<file path="config.mk">
export PLATFORM = sky130hd
export DESIGN_NAME = ab_seq_tx
export DESIGN_NICKNAME = d
export VERILOG_FILES = /design/src/rtl/ab_seq_pkg.sv /design/src/rtl/ab_delay_line.sv /design/src/rtl/ab_seq_tx.sv
export SDC_FILE = /design/constraint.sdc
export NUM_CORES = 1
export LEC_CHECK = 0
export CORE_UTILIZATION = 51
export CTS_BUF_LIST = sky130_fd_sc_hd__clkbuf_8
export DETAILED_ROUTE_END_ITERATION = 6
export DONT_BUFFER_PORTS = 1
export PLACE_DENSITY = 0.65
export SLEW_MARGIN = 20
export SYNTH_ARGS = -nofsm -noshare
export SYNTH_HDL_FRONTEND = slang
export SYNTH_HIERARCHICAL = 1
export SYNTH_SLANG_ARGS = --single-unit
</file>
<file path="constraint.sdc">
create_clock -name clk -period 1.6 [get_ports clk]
set_input_delay 0.16 -clock clk [delete_from_list [all_inputs] [get_ports clk]]
set_output_delay 0.16 -clock clk [all_outputs]
set_load 0.005 [all_outputs]
</file>
<file path="src/rtl/ab_seq_pkg.sv">
// Shared types and defaults for the valid/a/b sequence transmitter.
package ab_seq_pkg;

  typedef enum logic [1:0] {
    IDLE,
    BURST,
    DRAIN
  } ab_state_t;

  localparam int AB_DELAY_DEF = 3;
  localparam int AB_LEN_W_DEF = 4;

endpackage

</file>
<file path="src/rtl/ab_delay_line.sv">
// Fixed-depth shift register carrying each beat's b token.
module ab_delay_line
  import ab_seq_pkg::*;
#(
  parameter int DEPTH = AB_DELAY_DEF
) (
  input  logic clk,
  input  logic rst_n,
  input  logic d,
  output logic q
);

  logic [DEPTH-1:0] sr;

  always_ff @(posedge clk) begin
    if (!rst_n) begin
      sr <= '0;
    end else begin
      sr[0] <= d;
      for (int i = 1; i < DEPTH; i++) begin
        sr[i] <= sr[i-1];
      end
    end
  end

  assign q = sr[DEPTH-1];

endmodule

</file>
<file path="src/rtl/ab_seq_tx.sv">
// Burst generator: len beats of valid/a, each followed by b DELAY cycles later.
module ab_seq_tx
  import ab_seq_pkg::*;
#(
  parameter int DELAY = AB_DELAY_DEF,
  parameter int LEN_W = AB_LEN_W_DEF
) (
  input  logic             clk,
  input  logic             rst_n,
  input  logic             start,
  input  logic [LEN_W-1:0] len,
  input  logic             inj_err,
  output logic             busy,
  output logic             valid,
  output logic             a,
  output logic             b,
  output logic             done
);

  localparam int DW = $clog2(DELAY + 1);

  ab_state_t        state;
  logic [LEN_W-1:0] beat_cnt;
  logic [DW-1:0]    drain_cnt;
  logic             tok;

  always_ff @(posedge clk) begin
    if (!rst_n) begin
      state     <= IDLE;
      beat_cnt  <= '0;
      drain_cnt <= '0;
      busy      <= 1'b0;
      valid     <= 1'b0;
      a         <= 1'b0;
      done      <= 1'b0;
    end else begin
      done <= 1'b0;
      unique case (state)
        IDLE: begin
          if (start && len != '0) begin
            state    <= BURST;
            beat_cnt <= len;
            busy     <= 1'b1;
            valid    <= 1'b1;
            a        <= 1'b1;
          end
        end
        BURST: begin
          beat_cnt <= beat_cnt - 1'b1;
          if (beat_cnt == LEN_W'(1)) begin
            state     <= DRAIN;
            drain_cnt <= DW'(DELAY);
            valid     <= 1'b0;
            a         <= 1'b0;
            // With DELAY==1 the first drain cycle is already the done slot.
            done      <= (DELAY == 1);
          end
        end
        DRAIN: begin
          drain_cnt <= drain_cnt - 1'b1;
          if (drain_cnt == DW'(2)) begin
            done <= 1'b1;
          end
          if (drain_cnt == DW'(1)) begin
            state <= IDLE;
            busy  <= 1'b0;
          end
        end
        default: begin
          state <= IDLE;
          busy  <= 1'b0;
          valid <= 1'b0;
          a     <= 1'b0;
        end
      endcase
    end
  end

  assign tok = (state == BURST) && !inj_err;

  ab_delay_line #(
    .DEPTH(DELAY)
  ) u_dly (
    .clk  (clk),
    .rst_n(rst_n),
    .d    (tok),
    .q    (b)
  );

endmodule

</file>
==> run_results.csv, run 1 <==
group,metric,value,unit
status,outcome,"completed",
route,vias_per_cell,5.63,
placement,io_buffer_count,0,
clocking,hold_buffers,0,
critical_path,crit-reg2reg-launch,"state[0]$_SDFFE_PN0P_",
sta,slew_headroom,75.1,%
finish,final_common_cell,"dfxtp_1",
clocking,cts_htree_levels,1,
sta,setup_slack,0.218,ns
route,vias,507,
global_routing,grt_pass1_wl,1880,um
sta,worst_slew_pin_slew,0.369,ns
critical_path,cp_slowest_cell,"dfxtp_1",
power,irDropWorstVdd,0.000458,V
critical_path,start_kind,"flip-flop",
placement,post_dp_cell_area,711,um^2
route,ant_nets,0,
synthesis,synthCells,75,
sta,finalClockSkew,0.00385,ns
finish,utilization,57.8,%
synthesis,ys_ff_latch,14,
finish,layout_common_cells,"dfxtp_1, a21oi_1, inv_1, nor2_1",
finish,fin_nets,89,
sta,drv_slew,0,
floorplan,die_width,39.3,um
min_path,hp-class,"input port to flip-flop",
synthesis,yosysWarnings,6,
critical_path,critPathRequiredTime,1.73,ns
sta,fin_crit,1.38,ns
sta,fmax,723,MHz
power,p_per_area,1170,nW/um^2
critical_path,critical_path.cell_chain,"nand2b_1 -> nor4_4 -> nor3b_2 -> o31a_1",
route,drc,0,
global_routing,grt_max_degree,15,
critical_path,worstPathArrival,1.51,ns
route,wl_per_cell,13.3,um
clocking,cts_resized,0,
sta,setup_tns,0,ns
sta,fin_crit_sh,86.4,%
clocking,tritoncts,"yes",
sta,rsz0062_at_grt,"false",
global_routing,grt.total_usage,18.4,%
route,drt_iter0_drc,10,
route,drtPass1Iterations,4,
critical_path,path_buf_inv,0,
clocking,cts_buffers,3,
floorplan,die_y,39.3,um
critical_path,critPathTopFamily,"flip-flops",
clocking,clock-sinks,14,
global_routing,antenna_found_initial,0,
finish,area.growth.synth_to_final,5.81,%
critical_path,critPathKind,"flip-flop to flip-flop",
floorplan,row_count,13,
critical_path,crit_path_end_kind,"flip-flop",
floorplan,ios,13,
run,cap_violations,0,
floorplan,die-area,1550,um^2
floorplan,core,1300,um^2
sta,finalSetupViolations,0,
clocking,cts-root-buf,"clkbuf_8",
synthesis,synth_area_leaders,"dfxtp_1, ha_1, nor4_4",
synthesis,synth_cell_types,30,
critical_path,worstPathMaxFanout,9,
synthesis,synth_top_cell_by_area,"dfxtp_1",
synthesis,post_synth_instance_area,711,um^2
finish,num_antenna_cells,0,
route,routed_wl,1200,um
clocking,clk_pin_slew_worst_paths,0.05,ns
global_routing,grt_pass1_vias,438,
min_path,min_from,"rst_n",
placement,dpl.hpwl,914,um
critical_path,critPathMaxStageDelay,0.50,ns
synthesis,yosysTopAreaCellShare,39.4,%
synthesis,synth_fp_nets,87,
placement,place_congestion,0.835,
clocking,clkLatencyLatePin,0.24,ns
finish,drive_gt1_share,9.33,%
placement,pre_cts_ws,0.226,ns
clocking,post-cts-setup-buffer-count,0,
synthesis,yosysSeqAreaShare,39.4,%
synthesis,synth_area_per_cell,9.48,um^2
sta,hold_violations,0,
finish,fin_area,752,um^2
power,p_leak,0.000284,uW
critical_path,crit_path_start,"state[0]$_SDFFE_PN0P_",
global_routing,grt_overflow,0,
floorplan,start_util,54.6,%
clocking,clockBufferDepth,2,
## registers in the layout, summed over array words and instances, names as in the netlist
name and cells:
state 2, beat_cnt 4, done 1, a 1, busy 1, u_dly/sr 3
drain_cnt 2
## layout make-up
type	instances	area, um^2
clock buffer	3	41.3
tap	15	18.8
multi-input combinational	53	393
fill	114	549
inverter	5	18.8
sequential	14	280
## through the flow
step	instances	hold slack, ns	total power (uW)
global placement	87	0.282	611
global route	90	0.0289	939
detailed placement	87	0.286	612
finish	90	0.0372	883
CTS	90	0.0330	897
floorplan	75	0.282	589
## Yosys cell counts
library cell	n
o311ai_1	1
nor3_1	1
buf_4	2
nor4_4	2
a21oi_1	7
a211oi_1	1
o221a_1	1
o21ai_0	3
and3_1	2
a21boi_1	1
o311ai_0	1
nand3_1	2
o21a_1	1
and2_1	4
o21ai_1	1
a21boi_0	1
o31a_1	1
nor2b_1	3
ha_1	4
nor3b_2	1
nor3_4	1
nor3b_1	2
and2b_1	2
nand2_1	2
clkbuf_1	1
xnor2_1	1
inv_1	5
nand2b_1	2
nor2_1	5
dfxtp_1	14
## cell families (layout without fill, tap and decap cells)
family                   Yosys count  count (layout)  share of synthesized area [%]
AND/OR/NAND/NOR                   29              29                           29.8
AO/OA/AOI/OAI                     19              19                           17.3
flip-flops                        14              14                           39.4
buffers and inverters              8               8                           5.28
adder cells (fa/ha/maj)            4               4                           7.04
XOR/XNOR                           1               1                           1.23
## path summary, 6_finish.rpt
path | end | slack (ns) | depth (start not counted)
setup / recovery | beat_cnt[3]$_SDFFE_PN0P_ | 0.22 | 4
hold / removal | u_dly/sr[0]$_SDFF_PN0_ | 0.04 | 1
setup reg to reg | beat_cnt[3]$_SDFFE_PN0P_ | 0.22 | 4
hold reg to reg | u_dly/sr[1]$_SDFF_PN0_ | 0.42 | 1
## report_power, final
part	switching (uW)	internal, uW
Combinational	84.7	81.7
Sequential	49.0	390
Clock	112	166
## per-layer routing
metal,up-vias,part of all wire (%),global-route usage (%)
met3,2,4.7,6.82
li1,264,-,-
met2,13,44,27.1
met1,228,50,24.9
met4,0,1.1,5.17
met5,-,0,0
(Power assumes the default switching activity.)
==> run 2: changes to the inputs <==
ABC_AREA = 1   (was default)
ABC_CLOCK_PERIOD_IN_PS = 1600   (was default)
GPL_ROUTABILITY_DRIVEN = 0   (was default)
==> run_results.csv, run 2 <==
group,metric,value,unit
synthesis,post-synth-top-count-cell,"nand2_1",
synthesis,synth_fp_nets,107,
sta,finalSetupViolations,0,
critical_path,start_kind,"flip-flop",
synthesis,yosysTopAreaCellShare,39.7,%
synthesis,synth_top_cell_by_area,"dfxtp_1",
synthesis,synth-main-ff-cell,"dfxtp_1",
clocking,post-cts-setup-buffer-count,0,
critical_path,r2r_end,"beat_cnt[2]$_SDFFE_PN0P_",
floorplan,die-area,1540,um^2
synthesis,synth_area_per_cell,7.43,um^2
run,cap_violations,0,
finish,drive_gt1_share,15.5,%
finish,fillerInstances,138,
min_path,holdPathStages,2,
sta,setup_tns,0,ns
route,routed_wl,1160,um
floorplan,start_util,54.2,%
critical_path,worstPathArrival,1.34,ns
sta,finalClockSkew,0.00486,ns
finish,largest_reg_flops,4,
global_routing,antenna_found_initial,0,
placement,place_inst,109,
min_path,min_from,"rst_n",
min_path,hp-class,"input port to flip-flop",
route,wl_per_cell,10.4,um
finish,final_common_cell,"nand2_1",
sta,fin_crit,1.15,ns
global_routing,grt_max_degree,11,
clocking,cts_htree_levels,1,
global_routing,grt_overflow,0,
route,drc,0,
route,vias_per_cell,4.94,
finish,top_regs,"beat_cnt x4, u_dly/sr x3",
floorplan,die_y,39.2,um
clocking,cts_buffers,3,
floorplan,die_width,39.2,um
power,p_leak,0.000362,uW
finish,fin_nets,111,
synthesis,synth_area_leaders,"dfxtp_1, nand2_1, nor2_1",
clocking,cts-root-buf,"clkbuf_8",
synthesis,synth_cell_types,21,
clocking,clockBufferDepth,2,
placement,io_buffer_count,0,
finish,num_antenna_cells,0,
finish,instances_no_fill,112,
critical_path,crit_path_end_kind,"flip-flop",
clocking,hold_buffers,0,
placement,dpl.hpwl,902,um
critical_path,critPathRequiredTime,1.78,ns
synthesis,async_reset_ff_share,0,%
global_routing,grt_pass1_vias,444,
synthesis,ys_ff_latch,14,
critical_path,critPathKind,"flip-flop to flip-flop",
synthesis,synth_edf_count,0,
finish,top_register,"beat_cnt",
synthesis,yosysWarnings,6,
finish,layout_common_cells,"nand2_1, nor2_1, dfxtp_1, inv_1, o21ai_1",
clocking,clkLatencyLatePin,0.24,ns
synthesis,ys_top_cells_by_count,"nand2_1, dfxtp_1, nor2_1, inv_1, o21ai_1",
route,drtPass1Iterations,4,
critical_path,reg2regPathDepth,6,
power,irDropWorstVdd,0.000517,V
floorplan,core,1300,um^2
finish,area.growth.synth_to_final,7.45,%
clocking,clock-sinks,14,
route,vias,553,
power,p_per_area,1270,nW/um^2
sta,drv_slew,0,
critical_path,crit-reg2reg-launch,"beat_cnt[0]$_SDFFE_PN0P_",
floorplan,ios,13,
clocking,cts_resized,0,
sta,rsz0062_at_grt,"false",
critical_path,worstPathMaxFanout,4,
synthesis,yosysSeqAreaShare,39.7,%
global_routing,grt_pass1_wl,1790,um
synthesis,post_synth_instance_area,706,um^2
clocking,tritoncts,"yes",
route,drt_iter0_drc,13,
floorplan,row_count,13,
min_path,whs_endpoint,"u_dly/sr[2]$_SDFF_PN0_",
status,outcome,"completed",
sta,hold_violations,0,
synthesis,synthCells,95,
sta,fin_crit_sh,72.2,%
sta,fmax,866,MHz
sta,worst_slew_pin_slew,0.245,ns
route,ant_nets,0,
clocking,clk_pin_slew_worst_paths,0.06,ns
sta,slew_headroom,83.7,%
critical_path,r2r_slack,0.45,ns
global_routing,grt.total_usage,18.2,%
run 2: changes by cell type after synthesis, sizes merged, moves of 3 or more:
cell   delta
and2      -4
inv       +9
nand2    +22
nand3     +3
nor2     +11
nor2b     -3
nor3b     -3
o21ai     +3
run 2: kinds of logic after synthesis:
family,count (synthesis),share of synthesized area [%]
AOI/OAI and AO/OA,14,11.5
DFF,14,39.7
xor gates and xnor gates,2,2.48
adders and majority gates,4,7.09
buffers and inverters,15,8.87
and+or+nand+nor,46,30.3
run 2: worst max-delay path, cell delays in order, from the launching register on:
cell and delay [ns]:
dfxtp_1 0.37, inv_1 0.09, ha_1 0.21, xnor2_1 0.12, o21ai_1 0.12, nand2_1 0.08
a21oi_2 0.10
run 2: worst max path at each step:
stage	start	endpoint	slack [ns]	cells after the start
final	beat_cnt[0]$_SDFFE_PN0P_	beat_cnt[2]$_SDFFE_PN0P_	0.45	6
after global routing	beat_cnt[0]$_SDFFE_PN0P_	beat_cnt[2]$_SDFFE_PN0P_	0.34	6
after detailed placement	beat_cnt[0]$_SDFFE_PN0P_	beat_cnt[2]$_SDFFE_PN0P_	0.45	6
after floorplan	beat_cnt[0]$_SDFFE_PN0P_	beat_cnt[2]$_SDFFE_PN0P_	0.54	6
after global placement	beat_cnt[0]$_SDFFE_PN0P_	beat_cnt[2]$_SDFFE_PN0P_	0.45	6
after CTS	beat_cnt[0]$_SDFFE_PN0P_	beat_cnt[2]$_SDFFE_PN0P_	0.44	6
run 2: metal layers:
metal | part of all wire [%] | track usage [%] | vias to the layer above
met2 | 45 | 28.3 | 10
met3 | 2.8 | 5.78 | 4
li1 | - | - | 299
met1 | 50 | 21.6 | 240
met4 | 2.1 | 10.3 | 0
met5 | 0 | 0 | -
run 2: layout make-up:
| type | instances | area (um^2) | share of cell area, % |
|---|---|---|---|
| Multi-Input combinational cell | 66 | 363 | 47.9 |
| Sequential cell | 14 | 280 | 37.0 |
| Inverter | 14 | 55.1 | 7.26 |
| Clock buffer | 3 | 41.3 | 5.45 |
| Tap cell | 15 | 18.8 | 2.48 |
run 2: through the flow:
stage / worst slack, ns / total power [uW] / util [%] / hold WS (ns) / area [um^2]
2_1_floorplan: 0.543 / 655 / - / 0.253 / 706
3_3_place_gp: 0.455 / 692 / 55.1 / 0.258 / 717
3_5_place_dp: 0.454 / 694 / 55.1 / 0.263 / 717
4_1_cts: 0.439 / 981 / 58.3 / 0.0104 / 758
5_1_grt: 0.345 / 1030 / 58.3 / 0.00796 / 758
6_report: 0.445 / 963 / 58.3 / 0.0171 / 758
run 2: where the power goes:
part | total, uW | internal (uW) | switching (uW)
registers | 430 | 393 | 37.1
clock network | 279 | 166 | 113
logic | 254 | 100 | 154
total | 963 | 659 | 304
